===== config.mk =====
export PLATFORM = sky130hd
export DESIGN_NAME = cordic_flat
export DESIGN_NICKNAME = d
export VERILOG_FILES = /design/src/rtl/cordic_pkg.sv /design/src/rtl/cordic_if.sv /design/src/rtl/cordic_stage.sv /design/src/rtl/cordic.sv /design/src/flat_wrapper.sv
export SDC_FILE = /design/constraint.sdc
export NUM_CORES = 2
export LEC_CHECK = 0
export ABC_AREA = 1
export BUFFER_PORTS_ARGS = -buffer_cell sky130_fd_sc_hd__buf_2
export CAP_MARGIN = 20
export CORE_MARGIN = 3
export CORE_UTILIZATION = 41
export DETAILED_ROUTE_END_ITERATION = 6
export PLACE_DENSITY_LB_ADDON = 0.15
export SLEW_MARGIN = 20
export SYNTH_ARGS = -nofsm -noshare
export SYNTH_HDL_FRONTEND = slang
export SYNTH_SLANG_ARGS = --single-unit
export TNS_END_PERCENT = 50

===== constraint.sdc =====
create_clock -name clock -period 41.4 [get_ports clock]
set_input_delay 4.14 -clock clock [delete_from_list [all_inputs] [get_ports clock]]
set_output_delay 4.14 -clock clock [all_outputs]
set_load 0.03 [all_outputs]

===== src/rtl/cordic_pkg.sv =====
// Shared constants for the pipelined rotation-mode CORDIC: widths, quadrant codes, arctan table.
package cordic_pkg;

    localparam int XY_SZ_DEF = 16;
    localparam int ANG_SZ    = 32;
    localparam int ATAN_LEN  = 32;

    typedef enum logic [1:0] {
        QUAD_0   = 2'b00,
        QUAD_90  = 2'b01,
        QUAD_180 = 2'b10,
        QUAD_270 = 2'b11
    } quad_e;

    typedef logic [ANG_SZ-1:0] atan_tbl_t [ATAN_LEN];

    // round(atan(2^-i) / (2*pi) * 2^32); entries past 15 are never reached
    localparam atan_tbl_t ATAN_TBL = '{
        32'h20000000, 32'h12E4051E, 32'h09FB385B, 32'h051111D4,
        32'h028B0D43, 32'h0145D7E1, 32'h00A2F61E, 32'h00517C55,
        32'h0028BE53, 32'h00145F2F, 32'h000A2F98, 32'h000517CC,
        32'h00028BE6, 32'h000145F3, 32'h0000A2FA, 32'h0000517D,
        32'h00000000, 32'h00000000, 32'h00000000, 32'h00000000,
        32'h00000000, 32'h00000000, 32'h00000000, 32'h00000000,
        32'h00000000, 32'h00000000, 32'h00000000, 32'h00000000,
        32'h00000000, 32'h00000000, 32'h00000000, 32'h00000000
    };

endpackage


===== src/rtl/cordic_if.sv =====
// Sample bus of the CORDIC; CORDIC_VALID_EN adds the in_valid/out_valid sideband.
interface cordic_if #(
    parameter int XY_SZ = 16
);
    import cordic_pkg::*;

    logic signed [ANG_SZ-1:0] angle;
    logic signed [XY_SZ-1:0]  Xin;
    logic signed [XY_SZ-1:0]  Yin;
    logic signed [XY_SZ:0]    Xout;
    logic signed [XY_SZ:0]    Yout;

`ifdef CORDIC_VALID_EN
    logic in_valid;
    logic out_valid;

    modport master (output angle, Xin, Yin, in_valid, input Xout, Yout, out_valid);
    modport slave  (input angle, Xin, Yin, in_valid, output Xout, Yout, out_valid);
`else
    modport master (output angle, Xin, Yin, input Xout, Yout);
    modport slave  (input angle, Xin, Yin, output Xout, Yout);
`endif

endinterface


===== src/rtl/cordic_stage.sv =====
// One registered CORDIC micro-rotation with shift SHIFT and angle step ATAN.
module cordic_stage
    import cordic_pkg::*;
#(
    parameter int               W     = 17,
    parameter int               SHIFT = 0,
    parameter logic [ANG_SZ-1:0] ATAN  = 32'h00000000
) (
    input  logic                     clock,
    input  logic                     reset,
    input  logic signed [W-1:0]      x_in,
    input  logic signed [W-1:0]      y_in,
    input  logic signed [ANG_SZ-1:0] z_in,
    output logic signed [W-1:0]      x_out,
    output logic signed [W-1:0]      y_out,
    output logic signed [ANG_SZ-1:0] z_out
);

    logic signed [W-1:0]      x_d, x_q, y_d, y_q;
    logic signed [ANG_SZ-1:0] z_d, z_q;
    logic signed [W-1:0]      x_sh_s, y_sh_s;

    assign x_sh_s = x_in >>> SHIFT;
    assign y_sh_s = y_in >>> SHIFT;

    // Rotate toward zero residual angle; direction follows the sign of z.
    always_comb begin
        if (z_in[ANG_SZ-1]) begin
            x_d = x_in + y_sh_s;
            y_d = y_in - x_sh_s;
            z_d = z_in + $signed(ATAN);
        end else begin
            x_d = x_in - y_sh_s;
            y_d = y_in + x_sh_s;
            z_d = z_in - $signed(ATAN);
        end
    end

    // Stage pipeline register.
    always_ff @(posedge clock or posedge reset) begin
        if (reset) begin
            x_q <= {W{1'b0}};
            y_q <= {W{1'b0}};
            z_q <= {ANG_SZ{1'b0}};
        end else begin
            x_q <= x_d;
            y_q <= y_d;
            z_q <= z_d;
        end
    end

    assign x_out = x_q;
    assign y_out = y_q;
    assign z_out = z_q;

endmodule


===== src/rtl/cordic.sv =====
// Fully pipelined rotation-mode CORDIC, latency STG clocks, one sample per clock.
// Optional macro CORDIC_VALID_EN carries a valid flag alongside the data pipeline.
module cordic
    import cordic_pkg::*;
#(
    parameter int XY_SZ = XY_SZ_DEF,
    parameter int STG   = XY_SZ
) (
    input logic     clock,
    input logic     reset,
    cordic_if.slave bus
);

    localparam int W = XY_SZ + 1;

    logic signed [W-1:0]      x_s [STG];
    logic signed [W-1:0]      y_s [STG];
    logic signed [ANG_SZ-1:0] z_s [STG];

    logic signed [W-1:0]      xin_ext_s, yin_ext_s;
    logic signed [W-1:0]      x0_d, x0_q, y0_d, y0_q;
    logic signed [ANG_SZ-1:0] z0_d, z0_q;

    assign xin_ext_s = {bus.Xin[XY_SZ-1], bus.Xin};
    assign yin_ext_s = {bus.Yin[XY_SZ-1], bus.Yin};

    // Pre-rotate by +/-90 degrees so the residual angle stays within the convergence range.
    always_comb begin
        case (quad_e'(bus.angle[ANG_SZ-1 -: 2]))
            QUAD_90: begin
                x0_d = -yin_ext_s;
                y0_d = xin_ext_s;
                z0_d = {2'b00, bus.angle[ANG_SZ-3:0]};
            end
            QUAD_180: begin
                x0_d = yin_ext_s;
                y0_d = -xin_ext_s;
                z0_d = {2'b11, bus.angle[ANG_SZ-3:0]};
            end
            default: begin
                x0_d = xin_ext_s;
                y0_d = yin_ext_s;
                z0_d = bus.angle;
            end
        endcase
    end

    // Stage 0 register.
    always_ff @(posedge clock or posedge reset) begin
        if (reset) begin
            x0_q <= {W{1'b0}};
            y0_q <= {W{1'b0}};
            z0_q <= {ANG_SZ{1'b0}};
        end else begin
            x0_q <= x0_d;
            y0_q <= y0_d;
            z0_q <= z0_d;
        end
    end

    assign x_s[0] = x0_q;
    assign y_s[0] = y0_q;
    assign z_s[0] = z0_q;

    for (genvar g = 1; g < STG; g++) begin : g_stage
        cordic_stage #(
            .W     (W),
            .SHIFT (g - 1),
            .ATAN  (ATAN_TBL[g-1])
        ) u_stage (
            .clock (clock),
            .reset (reset),
            .x_in  (x_s[g-1]),
            .y_in  (y_s[g-1]),
            .z_in  (z_s[g-1]),
            .x_out (x_s[g]),
            .y_out (y_s[g]),
            .z_out (z_s[g])
        );
    end

    assign bus.Xout = x_s[STG-1];
    assign bus.Yout = y_s[STG-1];

`ifdef CORDIC_VALID_EN
    logic [STG-1:0] vld_d, vld_q;

    // Valid flag advances in lock-step with the data stages.
    always_comb begin
        vld_d = {vld_q[STG-2:0], bus.in_valid};
    end

    // Valid shift register.
    always_ff @(posedge clock or posedge reset) begin
        if (reset) begin
            vld_q <= {STG{1'b0}};
        end else begin
            vld_q <= vld_d;
        end
    end

    assign bus.out_valid = vld_q[STG-1];
`endif

endmodule


===== src/flat_wrapper.sv =====
// flat-port wrapper written by rule: the top's interface ports become plain ports
module cordic_flat import cordic_pkg::*;
#(
    parameter int XY_SZ = XY_SZ_DEF,
    parameter int STG   = XY_SZ
)
  (clock, reset, bus_angle, bus_Xin, bus_Yin, bus_Xout, bus_Yout);
  cordic_if #(.XY_SZ(XY_SZ)) bus_i ();
  input logic clock;
  input logic reset;
  input wire logic [$bits(bus_i.angle)-1:0] bus_angle;
  input wire logic [$bits(bus_i.Xin)-1:0] bus_Xin;
  input wire logic [$bits(bus_i.Yin)-1:0] bus_Yin;
  output wire logic [$bits(bus_i.Xout)-1:0] bus_Xout;
  output wire logic [$bits(bus_i.Yout)-1:0] bus_Yout;
  assign bus_i.angle = bus_angle;
  assign bus_i.Xin = bus_Xin;
  assign bus_i.Yin = bus_Yin;
  assign bus_Xout = bus_i.Xout;
  assign bus_Yout = bus_i.Yout;
  cordic #(.XY_SZ(XY_SZ), .STG(STG)) u_core (.clock(clock), .reset(reset), .bus(bus_i));
endmodule

Word level (Yosys, flattened, before mapping):

Index checks and enable logic that the tools add are counted.

* input port bits: 66
* output and inout bits: 34
* word-level logic and storage cells: 185
* flip-flop bits (word level): 1024

* eq/ne operators: 2
* $add $sub $neg: 89
* multiplexer cells: 47

Operators by type and width (number)
* 2-to-1 mux 17 bit: 30
* 2-to-1 mux 32 bit: 14
* one-hot mux 17 bit (2 select lines): 2
* one-hot mux 32 bit (2 select lines): 1
* adder 17 x 10 -> 17 bit: 2
* adder 17 x 11 -> 17 bit: 2
* adder 17 x 12 -> 17 bit: 2
* adder 17 x 13 -> 17 bit: 2
* adder 17 x 14 -> 17 bit: 2
* adder 17 x 15 -> 17 bit: 2
* adder 17 x 16 -> 17 bit: 2
* adder 17 x 3 -> 17 bit: 2
* adder 17 x 4 -> 17 bit: 2
* adder 17 x 5 -> 17 bit: 2
* adder 17 x 6 -> 17 bit: 2
* adder 17 x 7 -> 17 bit: 2
* adder 17 x 8 -> 17 bit: 2
* adder 17 x 9 -> 17 bit: 2
* negator 16 -> 17 bit: 2
* subtractor 17 x 10 -> 17 bit: 2
* subtractor 17 x 11 -> 17 bit: 2
* subtractor 17 x 12 -> 17 bit: 2
* subtractor 17 x 13 -> 17 bit: 2
* subtractor 17 x 14 -> 17 bit: 2
* other kinds (41): 51

Logic depth before layout (Yosys ltp):

* word-level depth: 2
* gate-level depth with buffers: 19

Cells and area by module:

A second synthesis with hierarchy kept.

* cells, all modules: 14331
* area, all modules: 95079.9 um2

By module, submodules not included
* cordic_stage at u_core.g_stage[2].u_stage: cells each 1016, times used 1, area an instance 6561.3 um2
* cordic_stage at u_core.g_stage[5].u_stage: cells each 1024, times used 1, area an instance 6503.7 um2
* cordic_stage at u_core.g_stage[3].u_stage: cells each 985, times used 1, area an instance 6453.7 um2
* cordic_stage at u_core.g_stage[6].u_stage: cells each 987, times used 1, area an instance 6336.1 um2
* cordic_stage at u_core.g_stage[7].u_stage: cells each 963, times used 1, area an instance 6318.6 um2
* cordic_stage at u_core.g_stage[4].u_stage: cells each 961, times used 1, area an instance 6304.8 um2
* cordic_stage at u_core.g_stage[8].u_stage: cells each 982, times used 1, area an instance 6288.5 um2
* cordic_stage at u_core.g_stage[9].u_stage: cells each 961, times used 1, area an instance 6258.5 um2
* cordic_stage at u_core.g_stage[10].u_stage: cells each 956, times used 1, area an instance 6224.7 um2
* cordic_stage at u_core.g_stage[13].u_stage: cells each 941, times used 1, area an instance 6155.9 um2
* cordic_stage at u_core.g_stage[12].u_stage: cells each 927, times used 1, area an instance 6053.3 um2
* cordic_stage at u_core.g_stage[11].u_stage: cells each 904, times used 1, area an instance 6040.8 um2
* cordic_stage at u_core.g_stage[14].u_stage: cells each 831, times used 1, area an instance 5734.2 um2
* cordic_stage at u_core.g_stage[15].u_stage: cells each 795, times used 1, area an instance 5625.4 um2
* 2 more rows

Worst setup path after synthesis:

No wires, ideal clock.

* path type: input to register
* start point: input port bus_angle[30]
* end point: register u_core.x0_q[13]
* required time: 41335 ps
* stages on the path: 8
* path buffers: 1
* data arrival time: 5225 ps
* setup time: 65 ps
* path slack: 36110 ps
* cell sequence: inv_1 ha_1 nor2_2 inv_1 buf_2 o22ai_1 inv_1 nand2_1

* word-level cells in the longest chain between the ends: 2

Ends and longest elaborated chain
* from (decl): line flat_wrapper.sv:11 `input wire logic [$bits(bus_i.angle)-1:0] bus_angle;`
* == test 2 bit or == test 2 x 1 -> 1 bit (tied branches): line cordic.sv:29 `case (quad_e'(bus.angle[ANG_SZ-1 -: 2]))`
* one-hot mux 17 bit (2 select lines) *: line cordic.sv:29
* net u_core.x0_d[13]: line cordic.sv:21 `logic signed [W-1:0] x0_d, x0_q, y0_d, y0_q;`
* to (signal assigned): line cordic.sv:51 `x0_q <= {W{1'b0}};`
* to (decl): line cordic.sv:21

The timed path passes the listed nets; every way through them passes the cells marked *.

==> key figures <==
Outcome
  • Status: finished with violations
  • Violated checks: DRC

Final layout
  • Layout overhead on the synthesized area: 9.15%
  • Multi-input gate area: 0.0551 sq mm
  • Nets@finish: 14553
  • Share of post-route cells with drive strength above 1: 0.0390
  • Reg area: 0.0248 sq mm
  • Number of fillers in the final layout: 22380
  • Most common cell after layout, fill and taps aside: nand2_1
  • Most frequent cells in the layout: nand2_1, inv_1, nor2_1

Synthesis
  • Post-synth top flop: dfrtp_1
  • Post-synth top area share: 0.280
  • Sequential area share after synthesis: 0.280
  • Top cells by area, synth: dfrtp_1, nand2_1, ha_1
  • Synth Instances: 13305
  • Ys Warns: 0
  • EDFF count, synth: 0
  • Synth Register Bits: 992
  • Syn Area/Cell: 6.67 sq um
  • Share of flip-flops with an asynchronous set or reset: 1.00
  • Netlist Area Pre-Place: 0.0887 sq mm
  • Syn_nets: 14361
  • Netlist cell types: 56
  • Leading area contributor after synthesis: dfrtp_1

Global routing
  • GRT Total Usage: 0.221
  • Vias in the first global route: 78599
  • Initial antenna violation count: 2
  • First-pass GRT wire length: 406 mm
  • Largest net degree at the start of global routing: 119
  • GR Overflow Total: 0

Timing
  • Final Skew: 0.0343 ns
  • Final-report hold violation count: 0
  • RSZ-0062 raised after global routing: no
  • Highest attainable clock frequency: 138 MHz
  • Slew margin rel.: 0.344
  • Slew Viols, Final: 0
  • Worst-margin pin slew: 0.983 ns
  • Setup Viol. Count Final: 0
  • Fin crit period: 7.26 ns
  • Setup TNS: 0 ns
  • Part of the cycle the worst path needs: 0.175

Worst setup path
  • R2r setup slk: 37.84 ns
  • RR Startpoint: u_core.g_stage[10].u_stage.z_out[31]$_DFF_PP0_
  • Arr. time, crit path: 7.97 ns
  • Required time worst endpoint: 42.11 ns
  • Crit Path Max Fanout: 118
  • Crit Path Category: in2async
  • R2r endpoint: u_core.g_stage[11].u_stage.z_out[27]$_DFF_PP0_
  • Worst Setup Start Kind: primary input
  • Critical path endpoint category: asynchronous set/reset pin
  • Reg2Reg Depth: 12

Placed design
  • DP HPWL: 208 mm
  • GPL Wtd Cong: 0.933
  • # port buffers: 99

Die
  • Initial core utilization: 0.413
  • Num rows: 170
  • Top-level port count: 100
  • Die height: 471 um
  • Core area: 0.215 sq mm
  • Die area: 0.222 sq mm
  • Die X: 471 um

Routing
  • Remaining DRCs: 2
  • DRT iter0 DRCs: 5211
  • Vias: 81490
  • Drt via density: 4.96
  • Post-DRT Antenna Nets: 0
  • Post-Route WL: 249 mm
  • Routed length per instance: 15.2 um
  • Detailed Routing Iterations Pass 1: 7

CTS
  • Setup bufs post-CTS: 0
  • Clock Path Buffers: 3
  • Clock Latency Late Sink: 0.76 ns
  • TritonCTS clock tree: yes
  • Clk root buf: clkbuf_16
  • CTS sink cnt: 992
  • Post-cts sizing count: 0
  • Clock transition at path regs: 0.06 ns
  • CTS Hold Bufs: 0
  • Total CTS buffers: 119
  • H-Tree Depth: 3

Job
  • Max Cap Viol: 0

Hold path
  • Endpoint, Worst Hold: u_core.g_stage[1].u_stage.z_out[19]$_DFF_PP0_
  • Hold_sp: u_core.z0_q[19]$_DFF_PP0_
  • Worst Hold Class: reg2reg
  • Hold Crit Depth: 0
-- registers in the layout (all words and copies together), names as in the netlist --
register and flops:
u_core.g_stage.u_stage.x_out 254, u_core.g_stage.u_stage.y_out 255, u_core.g_stage.u_stage.z_out 417, u_core.x0_q 17, u_core.y0_q 17, u_core.z0_q 32
-- stage by stage --
step | area [sq um] | hold slack [ns] | util | std cells | setup WS, ns
floorplan | 88700 | 0.331 | - | 13305 | 9.35
global placement | 92700 | 0.332 | 0.432 | 16214 | 33.21
CTS | 96800 | 0.349 | 0.451 | 16437 | 33.88
global route | 96900 | 0.349 | 0.451 | 16438 | 33.37
detailed placement | 92700 | 0.335 | 0.432 | 16214 | 33.06
finish | 96900 | 0.347 | 0.451 | 16438 | 34.14
-- critical path, cell delays in order --
cell   delay, ns
buf_2       0.13
inv_8       0.48
buf_4       0.73
buf_4       0.67
buf_4       0.75
buf_4       0.86
-- cell usage after synthesis (34+ instances only) --
library cell  number
a21o_1            96
dfrtp_1          992
o21ai_0          230
buf_2             34
xnor2_1          116
inv_1           2227
nand3b_1          37
ha_1             946
a21oi_1          683
xor2_1           577
nor3_1           131
nand2_1         4329
nand4_1          114
nand3_1         1029
o21bai_1         105
nor2_2            39
fa_1              44
nor2_1          1196
-- metal layers --
| layer | wire length, um | vias up | GRT usage |
|---|---|---|---|
| li1 | - | 42304 | - |
| met1 | 118000 | 37397 | 0.298 |
| met2 | 116000 | 1449 | 0.379 |
| met3 | 8310 | 340 | 0.0196 |
| met4 | 6850 | 0 | 0.0601 |
| met5 | 0 | - | 0 |
-- kinds of logic (layout without fill, tap and decap cells) --
kind of cell | count (synthesis) | count (layout) | synth area share
AO/OA/AOI/OAI | 1278 | 1278 | 0.0821
XOR/XNOR | 693 | 693 | 0.0684
adder cells (fa/ha/maj) | 990 | 990 | 0.143
buffers and inverters | 2312 | 2606 | 0.0993
flip-flops | 992 | 992 | 0.280
multiplexers | 2 | 2 | 0.000226
other | 0 | 1 | 0
AND/OR/NAND/NOR | 7038 | 7038 | 0.327
-- layout make-up --
type / instances / share of cell area
diodes: 1 / 0.0000258
repair buffers: 141 / 0.00837
flip-flops and latches: 992 / 0.256
clock inverters: 77 / 0.00908
multi-input cells: 10001 / 0.569
well taps: 2838 / 0.0367
inverters: 2242 / 0.0870
clock buffers: 146 / 0.0337
-- worst max path at each step --
stage,to,startpoint,slack [ns],cells past startpoint
2_1_floorplan,u_core.g_stage[10].u_stage.x_out[0]$_DFF_PP0_,reset,9.35,1
3_3_place_gp,u_core.g_stage[7].u_stage.y_out[4]$_DFF_PP0_,reset,33.21,6
3_5_place_dp,u_core.g_stage[7].u_stage.y_out[2]$_DFF_PP0_,reset,33.06,6
4_1_cts,u_core.g_stage[6].u_stage.y_out[15]$_DFF_PP0_,reset,33.88,6
5_1_grt,u_core.g_stage[6].u_stage.y_out[16]$_DFF_PP0_,reset,33.37,6
6_report,u_core.g_stage[6].u_stage.y_out[15]$_DFF_PP0_,reset,34.14,6
Power is left out: the tool's default activity adds up to more than one toggle a clock period on the data nets, which glitch-free logic cannot reach.
